==> src/rtl/mod_148_timer_bank.sv <==
// mod_148_timer_bank: bank of one-shot state-machine timers with fixed or
// randomised durations, counted in ticks of a shared prescaler.
//
// Ports:
//   clk            - single clock, all state updates on the rising edge
//   reset_n        - synchronous active-low reset
//   start          - per-channel start/restart strobe (wins over stop)
//   stop           - per-channel stop strobe
//   rand_en        - per-channel: 1 = duration drawn from [dur_min, dur_max]
//   dur_min        - per-channel minimum duration, channel i at [i*COUNT_W +: COUNT_W]
//   dur_max        - per-channel maximum duration, same packing
//   timer_done     - channel expired (sticky until next start/stop)
//   timer_not_done - channel running
module mod_148_timer_bank #(
    parameter int          CHANNELS  = 2,
    parameter int          COUNT_W   = 16,
    parameter int          TICK_DIV  = 1,
    parameter logic [15:0] LFSR_SEED = 16'hACE1
) (
    input  logic                         clk,
    input  logic                         reset_n,
    input  logic [CHANNELS-1:0]          start,
    input  logic [CHANNELS-1:0]          stop,
    input  logic [CHANNELS-1:0]          rand_en,
    input  logic [CHANNELS*COUNT_W-1:0]  dur_min,
    input  logic [CHANNELS*COUNT_W-1:0]  dur_max,
    output logic [CHANNELS-1:0]          timer_done,
    output logic [CHANNELS-1:0]          timer_not_done
);

    typedef enum logic [1:0] {
        ST_IDLE = 2'd0,
        ST_RUN  = 2'd1,
        ST_EXP  = 2'd2
    } state_e;

    localparam int PW = (TICK_DIV > 1) ? $clog2(TICK_DIV) : 1;
    localparam logic [PW-1:0] PRESC_LAST = PW'(TICK_DIV - 1);

    logic [PW-1:0]      presc_q, presc_d;
    logic               tick;
    logic [15:0]        lfsr_q, lfsr_d;
    state_e             state_q [CHANNELS];
    state_e             state_d [CHANNELS];
    logic [COUNT_W-1:0] cnt_q   [CHANNELS];
    logic [COUNT_W-1:0] cnt_d   [CHANNELS];

    // Duration for one channel. The random part is folded into [0, span]:
    // r is bounded by the smeared mask (< 2*span+2), so r-span-1 <= span.
    function automatic logic [COUNT_W-1:0] calc_dur(
        input logic               ren,
        input logic [COUNT_W-1:0] mn,
        input logic [COUNT_W-1:0] mx,
        input logic [COUNT_W-1:0] rnd
    );
        logic [COUNT_W-1:0] span;
        logic [COUNT_W-1:0] mask;
        logic [COUNT_W-1:0] r;
        logic [COUNT_W-1:0] m;
        span = mx - mn;
        mask = span;
        for (int i = 0; i < COUNT_W; i++) begin
            mask = mask | (mask >> 1);
        end
        r = rnd & mask;
        m = (r <= span) ? r : (r - span - 1'b1);
        calc_dur = (ren && (mx > mn)) ? (mn + m) : mn;
    endfunction

    // Shared prescaler and LFSR (LFSR advances every clock, not per tick).
    always_comb begin
        tick    = (presc_q == PRESC_LAST);
        presc_d = tick ? '0 : presc_q + PW'(1);
        lfsr_d  = {lfsr_q[14:0],
                   lfsr_q[15] ^ lfsr_q[13] ^ lfsr_q[12] ^ lfsr_q[10]};
    end

    // State register
    always_ff @(posedge clk) begin
        if (!reset_n) begin
            presc_q <= '0;
            lfsr_q  <= LFSR_SEED;
            for (int c = 0; c < CHANNELS; c++) begin
                state_q[c] <= ST_IDLE;
                cnt_q[c]   <= '0;
            end
        end else begin
            presc_q <= presc_d;
            lfsr_q  <= lfsr_d;
            for (int c = 0; c < CHANNELS; c++) begin
                state_q[c] <= state_d[c];
                cnt_q[c]   <= cnt_d[c];
            end
        end
    end

    // Next-state logic
    always_comb begin
        for (int c = 0; c < CHANNELS; c++) begin
            state_d[c] = state_q[c];
            cnt_d[c]   = cnt_q[c];
            if (start[c]) begin
                state_d[c] = ST_RUN;
                cnt_d[c]   = calc_dur(rand_en[c],
                                      dur_min[c*COUNT_W +: COUNT_W],
                                      dur_max[c*COUNT_W +: COUNT_W],
                                      lfsr_q[COUNT_W-1:0]);
            end else if (stop[c]) begin
                state_d[c] = ST_IDLE;
                cnt_d[c]   = '0;
            end else if (state_q[c] == ST_RUN) begin
                if (cnt_q[c] == '0) begin
                    state_d[c] = ST_EXP;
                end else if (tick) begin
                    cnt_d[c] = cnt_q[c] - 1'b1;
                end
            end
        end
    end

    // Output decode, registered state only
    always_comb begin
        timer_done     = '0;
        timer_not_done = '0;
        for (int c = 0; c < CHANNELS; c++) begin
            timer_done[c]     = (state_q[c] == ST_EXP);
            timer_not_done[c] = (state_q[c] == ST_RUN);
        end
    end

endmodule

==> config.mk <==
export PLATFORM = sky130hd
export DESIGN_NAME = mod_148_timer_bank
export DESIGN_NICKNAME = d
export VERILOG_FILES = /design/src/rtl/mod_148_timer_bank.sv
export SDC_FILE = /design/constraint.sdc
export NUM_CORES = 1
export LEC_CHECK = 0
export ABC_AREA = 1
export BUFFER_PORTS_ARGS = -buffer_cell sky130_fd_sc_hd__buf_2
export CAP_MARGIN = 10
export CORE_MARGIN = 2
export CORE_UTILIZATION = 30
export CTS_CLUSTER_DIAMETER = 120
export DETAILED_ROUTE_END_ITERATION = 6
export GPL_ROUTABILITY_DRIVEN = 0
export PLACE_DENSITY = 0.51
export SLEW_MARGIN = 20
export SYNTH_ARGS = -nofsm -noshare
export SYNTH_HDL_FRONTEND = slang
export SYNTH_SLANG_ARGS = --single-unit
==> constraint.sdc <==
create_clock -name clk -period 8.5 [get_ports clk]
set_input_delay 0.85 -clock clk [delete_from_list [all_inputs] [get_ports clk]]
set_output_delay 0.85 -clock clk [all_outputs]
set_load 0.02 [all_outputs]
## After elaboration in Yosys (flattened, before gate mapping)

Memories as Yosys holds them, arrays and structs flattened.
Index checks and enable logic that the tools add are counted.

- Bits in registers: 17
- Memory bits (writable): 36
- Input bits: 72
- Output and inout bits: 4
- Word-level logic and storage cells: 97
- Memories kept: 2

- $add $sub $neg: 11
- Order comparisons: 4
- Eq/ne operators: 4
- Muxes and demuxes: 28
- Bitwise operators: 41
- Reduce and logical (&&, ||, !) cells: 5

Memories:

| memory | words | width | read ports | clocked after Yosys merged registers in | wr ports | RTL line | text |
|---|---|---|---|---|---|---|---|
| cnt_q | 2 | 16 | 2 | 0 | 2 | 45 | `logic [COUNT_W-1:0] cnt_q [CHANNELS];` |
| state_q | 2 | 2 | 2 | 0 | 2 | 43 | `state_e state_q [CHANNELS];` |

Operators with widths:

| cell | count |
|---|---|
| $or A16 B15 Y16 | 32 |
| $mux W16 | 16 |
| $sub A16 B1 Y16 const B | 4 |
| $sub A16 B16 Y16 | 4 |
| $add A16 B16 Y16 | 2 |
| $and A16 B16 Y16 | 2 |
| $gt A16 B16 Y1 | 2 |
| $le A16 B16 Y1 | 2 |
| $logic_not A16 Y1 | 2 |
| $mux W2 | 10 |
| $eq A2 B1 Y1 const B | 2 |
| $eq A2 B2 Y1 const B | 2 |
| $or A1 B1 Y1 | 4 |
| $xor A1 B1 Y1 | 3 |
| $logic_and A1 B1 Y1 | 2 |
| $mux W1 | 2 |
| $reduce_and A2 Y1 | 1 |
| $add A1 B1 Y1 const B | 1 |

## Depth between registers and ports, before layout

Gate-level depths: netlist of run 1.

- Depth after elaboration: 25
- Gate-level depth with buffers: 53
- Depth with buffers taken out: 52

## Worst setup path after synthesis of run 1

Ideal clock, no wire load.

- Kind: input to register
- Start point: input port dur_max[16]
- End point: memory cnt_q[1][12] (netlist: cnt_q[0][28])
- Setup time: 0.134 ns
- Data arrival time: 6.123 ns
- Required time: 8.366 ns
- Path slack: 2.243 ns
- Stages on the path: 48
- Path buffers: 1
- Cell sequence: inv_1 -> ha_1 -> fa_1 -> inv_1 -> nand3_1 -> nand2_2 -> nand2_2 -> nand2_2 -> nand2_1 -> nand2_1 -> nand2_1 -> nand2_2 -> nand2_1 -> nor2_2 -> nand3_2 -> nor2_2 -> nand2_1 -> nor2_2 -> [12 not listed] -> clkbuf_1 -> nand2_1 -> nand2_1 -> ha_1 -> fa_1 -> nand3_1 -> nand3_1 -> a21oi_1 -> o21bai_1 -> nand2_1 -> nand2_1 -> nand2_1 -> nand2_1 -> nand2_1 -> nand2_1 -> xor2_1 -> o21ai_0 -> a31oi_1

RTL lines:

| what | RTL line | text |
|---|---|---|
| from (decl) | 26 | `input logic [CHANNELS*COUNT_W-1:0] dur_max,` |
| to (decl) | 45 |  |

==> impl_metrics.json, run 1 <==
{
  "ys_async_sr_fraction_pct": 0,
  "rsz0062_at_grt": "no",
  "avgSynthCellArea_um2": 5.84,
  "synth_area_leader_cell": "nand2_1",
  "crit_path_top_delay_cell": "fa_1",
  "powerDensity_nw_per_um2": 163,
  "leakage_nw": 5.18,
  "netlist_area_um2": 8960,
  "grt_pass1_wl_um": 46500,
  "antenna_cells": 0,
  "die_y_um": 177,
  "overflow": 0,
  "antenna_left": 0,
  "coreArea_um2": 29600,
  "hp-class": "reg2reg",
  "h-tree-depth": 2,
  "slew-limit-headroom_pct": 49.7,
  "rr_endpoint": "cnt_q[0][28]",
  "num_rows": 63,
  "crit_top_cell": "nand2_1",
  "cts_setup_buffers": 0,
  "die_area_um2": 31300,
  "ys_seq_elements": 53,
  "dieWidth_um": 177,
  "wire_per_inst_um": 14.7,
  "dp_hpwl_um": 25000,
  "antenna_found_initial": 0,
  "synth_fp_nets": 1707,
  "whs_path_depth": 2,
  "clk_path_buf_depth": 2,
  "period_minus_slack_ns": 7.35,
  "cts_resized": 0,
  "setup_viol": 0,
  "p_comb_share_pct": 68.9,
  "cp-endpoint": "cnt_q[0][28]",
  "p_int_uw": 775,
  "vias": 9785,
  "fin_hold_ws_ns": 0.464,
  "viasPerCell": 4.93,
  "drc": 0,
  "synth_cells": 1533,
  "synth.most_common_cell": "nand2_1",
  "peakVddDrop_mv": 0.0803,
  "portBuffers": 75,
  "drive_gt1_share_pct": 10.6,
  "p_sw_uw": 839,
  "yosys.cell_types.count": 49,
  "cap_violations": 0,
  "clock_skew_ns": 0.00656,
  "cp_slowest_stage_delay_ns": 0.44,
  "synth_top_cell_area_share_pct": 15.5,
  "crit_cells": 49,
  "r2r_slack_ns": 3.56,
  "yosysSeqAreaShare_pct": 11.8,
  "worst-path-buf-inv": 4,
  "p_seq_share_pct": 18.4,
  "criticalPathCategory": "in2reg",
  "clkSinkCount": 53,
  "min_period_over_period_pct": 86.5,
  "synthFlopType": "dfxtp_1",
  "tritoncts": "built",
  "critPathTopFamily": "simple AND/OR/NAND/NOR gates",
  "finalWirelength_um": 29100,
  "tightest_slew_ns": 0.753,
  "drt_iter0_drc": 638,
  "fillers": 3322,
  "cp_max_fo": 15,
  "start_kind": "input pin",
  "worst-endpoint-arrival_ns": 7.51,
  "tns_ns": 0,
  "hold_buffers": 0,
  "crit_path_end_kind": "flip-flop",
  "startpoint": "dur_min[16]",
  "synthTopCellsByCount": "nand2_1, inv_1, a21oi_1, nor2_1, o21ai_0",
  "globalRouteTotalUtil_pct": 18.6,
  "reg2reg_from": "lfsr_q[1]",
  "maxSlewViolCount": 0,
  "path_clk_slew_ns": 0.07,
  "syn_to_final_growth_pct": 10.6,
  "status": "complete, no violations",
  "cts_buffers": 5,
  "drtPass1Iterations": 5,
  "fin_nets": 1769,
  "initial_core_util_pct": 30.3,
  "ios": 76,
  "cp.required_ns": 8.66,
  "grt_pass1_vias": 9039,
  "reg2reg_depth": 29,
  "swShare_pct": 52.0,
  "synth_edf_count": 0,
  "root_buffer": "clkbuf_16",
  "power_frac_clock_pct": 12.6,
  "clkLatencyLatePin_ns": 0.30,
  "synth_area_leaders": "nand2_1, ha_1, dfxtp_1, inv_1, a21oi_1",
  "fmax_ghz": 0.136,
  "grt_max_degree": 39,
  "hold_viol": 0,
  "ys_warn_count": 0
}
## sequential cells by signal (all words and copies together), names as in the netlist
name     cells
cnt_q       32
lfsr_q      16
presc_q      1
state_q      4
## layout by cell type (no fill, tap or decap), drive strengths merged, types with 7 or more instances in the layout
| cell | netlist | routed |
|---|---|---|
| nand2 | 395 | 395 |
| inv | 256 | 256 |
| a21oi | 138 | 138 |
| nor2 | 137 | 137 |
| o21ai | 124 | 124 |
| nand3 | 106 | 106 |
| ha | 96 | 96 |
| buf | 6 | 79 |
| dfxtp | 53 | 53 |
| xor2 | 40 | 40 |
| a31oi | 25 | 25 |
| nand4 | 21 | 21 |
| xnor2 | 21 | 21 |
| nor3 | 18 | 18 |
| nand3b | 9 | 9 |
| or2 | 8 | 8 |
| a21o | 7 | 7 |
## power groups by stage
stage | sequential, mW | combinational [mW] | clock, mW
global placement | 0.303 | 1.11 | 0
global route | 0.301 | 1.26 | 0.221
CTS | 0.297 | 1.10 | 0.210
finish | 0.297 | 1.11 | 0.204
floorplan | 0.292 | 0.832 | 0
detailed placement | 0.303 | 1.10 | 0
## worst min path at each step
stage                     startpoint          to  slack [ns]
final                     lfsr_q[11]  lfsr_q[12]        0.46
after global routing      lfsr_q[11]  lfsr_q[12]        0.49
after detailed placement  lfsr_q[11]  lfsr_q[12]        0.46
after global placement    lfsr_q[11]  lfsr_q[12]        0.44
after floorplan            lfsr_q[5]   lfsr_q[6]        0.41
after CTS                 lfsr_q[11]  lfsr_q[12]        0.47
## area by class of cell
type,instances,area (um2),area share [%]
clock buffer,5,125,1.26
clock inverter,3,17.5,0.177
inverter,257,965,9.73
multi-input combinational,1199,6850,69.1
sequential,53,1060,10.7
tap,390,488,4.92
timing repair buffer,79,405,4.09
## worst register-to-register path, delay by kind of cell (launching register included)
family | cells | cell delay [ns]
AND/OR/NAND/NOR | 17 | 1.61
AO/OA/AOI/OAI | 7 | 1.22
adder cells (fa/ha/maj) | 3 | 1.01
flip-flops | 1 | 0.51
buffers and inverters | 1 | 0.35
XOR/XNOR | 1 | 0.14
## kinds of logic (layout without fill, tap and decap cells)
group | after synthesis | in the layout | share of synthesized area [%]
compound gates | 326 | 326 | 19.9
xor+xnor | 61 | 61 | 5.96
fa+ha+maj | 102 | 102 | 14.7
buf+inv | 281 | 344 | 11.8
flops | 53 | 53 | 11.8
mux | 2 | 2 | 0.237
other cells | 1 | 1 | 0.0419
simple gates | 707 | 707 | 35.5
## per-layer routing
layer	vias up	global-route usage [%]	share of wire (%)
met4	0	3.96	1.8
met5	-	0	0
met1	4368	25.5	48
met2	227	31.5	45
met3	24	1.76	4.3
li1	5166	-	-
## through the flow
step	setup WS, ns	std cells	utilization, %	instance area, um2	power [mW]
finish	1.15	1986	33.5	9910	1.61
global route	0.339	1986	33.5	9910	1.78
CTS	1.18	1986	33.5	9910	1.61
detailed placement	0.892	1978	33.0	9760	1.40
global placement	0.888	1978	33.0	9760	1.41
floorplan	2.24	1533	-	8960	1.12
(Power assumes the default switching activity.)
==> run 2, diff against run 1 <==
--- a/config.mk
+++ b/config.mk
@@ -13,7 +13,7 @@
 export CTS_CLUSTER_DIAMETER = 120
 export DETAILED_ROUTE_END_ITERATION = 6
 export GPL_ROUTABILITY_DRIVEN = 0
-export PLACE_DENSITY = 0.51
+export PLACE_DENSITY = 0.52
 export SLEW_MARGIN = 20
 export SYNTH_ARGS = -nofsm -noshare
 export SYNTH_HDL_FRONTEND = slang
==> constraint.sdc (replaced) <==
create_clock -name clk -period 6.7 [get_ports clk]
set_input_delay 0.67 -clock clk [delete_from_list [all_inputs] [get_ports clk]]
set_output_delay 0.67 -clock clk [all_outputs]
set_load 0.02 [all_outputs]
==> run 2 against run 1 <==
Sequential power up 27%; clock power is 48% higher; via count up 4.7%; largest power group unchanged; critical endpoint unchanged; flip-flop and latch count is the same; hold slack better by 0.0055 ns; non-clock buffer count up 152; first-iteration DRC count fell by 3.0%; clock-buffer cell count is 1 higher; highest routed layer unchanged; setup slack got worse by 0.70 ns; die area is the same; power up 47%.
==> impl_metrics.json, run 2 (same netlist as run 1, synthesis figures left out) <==
{
  "period_minus_slack_ns": 6.25,
  "leakage_nw": 5.96,
  "top_register": "cnt_q",
  "hold_buffers": 0,
  "crit_path_end_kind": "flip-flop",
  "vias": 10200,
  "crit_path_top_delay_cell": "fa_2",
  "h-tree-depth": 2,
  "critPathTopFamily": "simple AND/OR/NAND/NOR gates",
  "finalWirelength_um": 29900,
  "rr_endpoint": "cnt_q[0][31]",
  "hp-start": "lfsr_q[11]",
  "overflow": 0,
  "die_y_um": 177,
  "fin_hold_ws_ns": 0.469,
  "antenna_found_initial": 0,
  "globalRouteTotalUtil_pct": 19.0,
  "grt_max_degree": 39,
  "r2r_slack_ns": 2.43,
  "cp_slowest_stage_delay_ns": 0.38,
  "powerDensity_nw_per_um2": 209,
  "dieWidth_um": 177,
  "worst-endpoint-arrival_ns": 6.42,
  "clk_path_buf_depth": 2,
  "wire_per_inst_um": 14.0,
  "setup_viol": 0,
  "path_clk_slew_ns": 0.07,
  "cts_buffers": 5,
  "tightest_slew_ns": 0.748,
  "hp-class": "reg2reg",
  "drive_gt1_share_pct": 21.2,
  "criticalPathCategory": "in2reg",
  "syn_to_final_growth_pct": 26.8,
  "viasPerCell": 4.79,
  "fin_nets": 1921,
  "maxSlewViolCount": 0,
  "initial_core_util_pct": 30.3,
  "layout_commonest_cell": "nand2_1",
  "reg2reg_depth": 26,
  "reg_top3": "cnt_q: 32 flops, lfsr_q: 16 flops, state_q: 4 flops",
  "fin_area_um2": 11400,
  "start_kind": "input pin",
  "p_int_mw": 1.24,
  "layout_common_cells": "nand2_1, inv_1, buf_4, a21oi_1, nor2_1",
  "whs_path_depth": 2,
  "ios": 76,
  "hold_viol": 0,
  "status": "complete, no violations",
  "grt_pass1_wl_um": 48100,
  "tritoncts": "built",
  "reg2reg_from": "lfsr_q[1]",
  "antenna_left": 0,
  "holdPathEnd": "lfsr_q[12]",
  "cp.required_ns": 6.86,
  "drc": 0,
  "portBuffers": 75,
  "peakVddDrop_mv": 0.104,
  "power_frac_clock_pct": 12.7,
  "drt_iter0_drc": 619,
  "grt_pass1_vias": 9489,
  "p_seq_share_pct": 15.8,
  "dp_hpwl_um": 25700,
  "clock_skew_ns": 0.00767,
  "slew-limit-headroom_pct": 50.0,
  "crit_top_cell": "nand2_1",
  "largest_reg_flops": 32,
  "cap_violations": 0,
  "p_sw_mw": 1.13,
  "coreArea_um2": 29600,
  "antenna_cells": 0,
  "num_rows": 63,
  "worst-path-buf-inv": 8,
  "swShare_pct": 47.7,
  "fmax_ghz": 0.160,
  "p_comb_share_pct": 71.5,
  "drtPass1Iterations": 6,
  "die_area_um2": 31300,
  "root_buffer": "clkbuf_16",
  "tns_ns": 0,
  "min_period_over_period_pct": 93.3,
  "clkSinkCount": 53,
  "post_dp_cell_area_um2": 10900,
  "cp_max_fo": 6,
  "clkLatencyLatePin_ns": 0.30
}
-- run 2: layer usage --
metal | vias to the layer above | wire length (um) | GRT usage (%)
met5 | - | 0 | 0
met1 | 4609 | 14900 | 26.8
met2 | 166 | 13800 | 32.1
met3 | 15 | 909 | 1.20
met4 | 0 | 330 | 3.13
li1 | 5456 | - | -
-- run 2: metrics by stage --
stage | utilization (%) | setup slack (ns) | cells | power (mW)
finish | 38.4 | 0.446 | 2138 | 2.38
global placement | 36.8 | -0.258 | 2125 | 2.01
floorplan | - | 0.623 | 1533 | 1.43
detailed placement | 36.8 | -0.253 | 2125 | 2.01
global route | 38.4 | -0.0667 | 2138 | 2.61
CTS | 37.4 | 0.0500 | 2133 | 2.32
-- run 2: final cells by class --
| class | instances | area (um2) |
|---|---|---|
| repair buffers | 231 | 1560 |
| inverters | 257 | 965 |
| flip-flops and latches | 53 | 1060 |
| multi-input cells | 1199 | 7120 |
| clock buffers | 6 | 129 |
| well taps | 390 | 488 |
| fillers | 3277 | 18200 |
| clock inverters | 2 | 38.8 |
-- run 2: how the worst max path moves through the flow --
stage | slack [ns] | cells after the start | startpoint | end
after global placement | -0.26 | 49 | dur_min[16] | cnt_q[0][28]
after floorplan | 0.62 | 48 | dur_max[16] | cnt_q[0][28]
final | 0.45 | 49 | dur_min[22] | cnt_q[0][28]
after detailed placement | -0.25 | 49 | dur_min[16] | cnt_q[0][28]
after CTS | 0.05 | 47 | dur_min[16] | cnt_q[0][28]
after global routing | -0.07 | 50 | dur_min[17] | cnt_q[0][28]
-- run 2: what timing repair did --
item                       in CTS  in global routing
setup endpoints to repair       0                 18
buffers inserted                0                  5
gates resized for setup         0                 80
-- run 2: power groups by stage --
stage,Combinational [mW],Clock [mW],Sequential [mW]
2_1_floorplan,1.06,0,0.371
3_3_place_gp,1.63,0,0.383
3_5_place_dp,1.63,0,0.382
4_1_cts,1.64,0.311,0.376
5_1_grt,1.91,0.324,0.381
6_report,1.70,0.301,0.376
-- run 2: tightest hold or removal path, delay by kind of cell (launching register included) --
kind          cells  cell delay (ns)
flops             1             0.34
buf+inv           1             0.03
simple gates      1             0.06
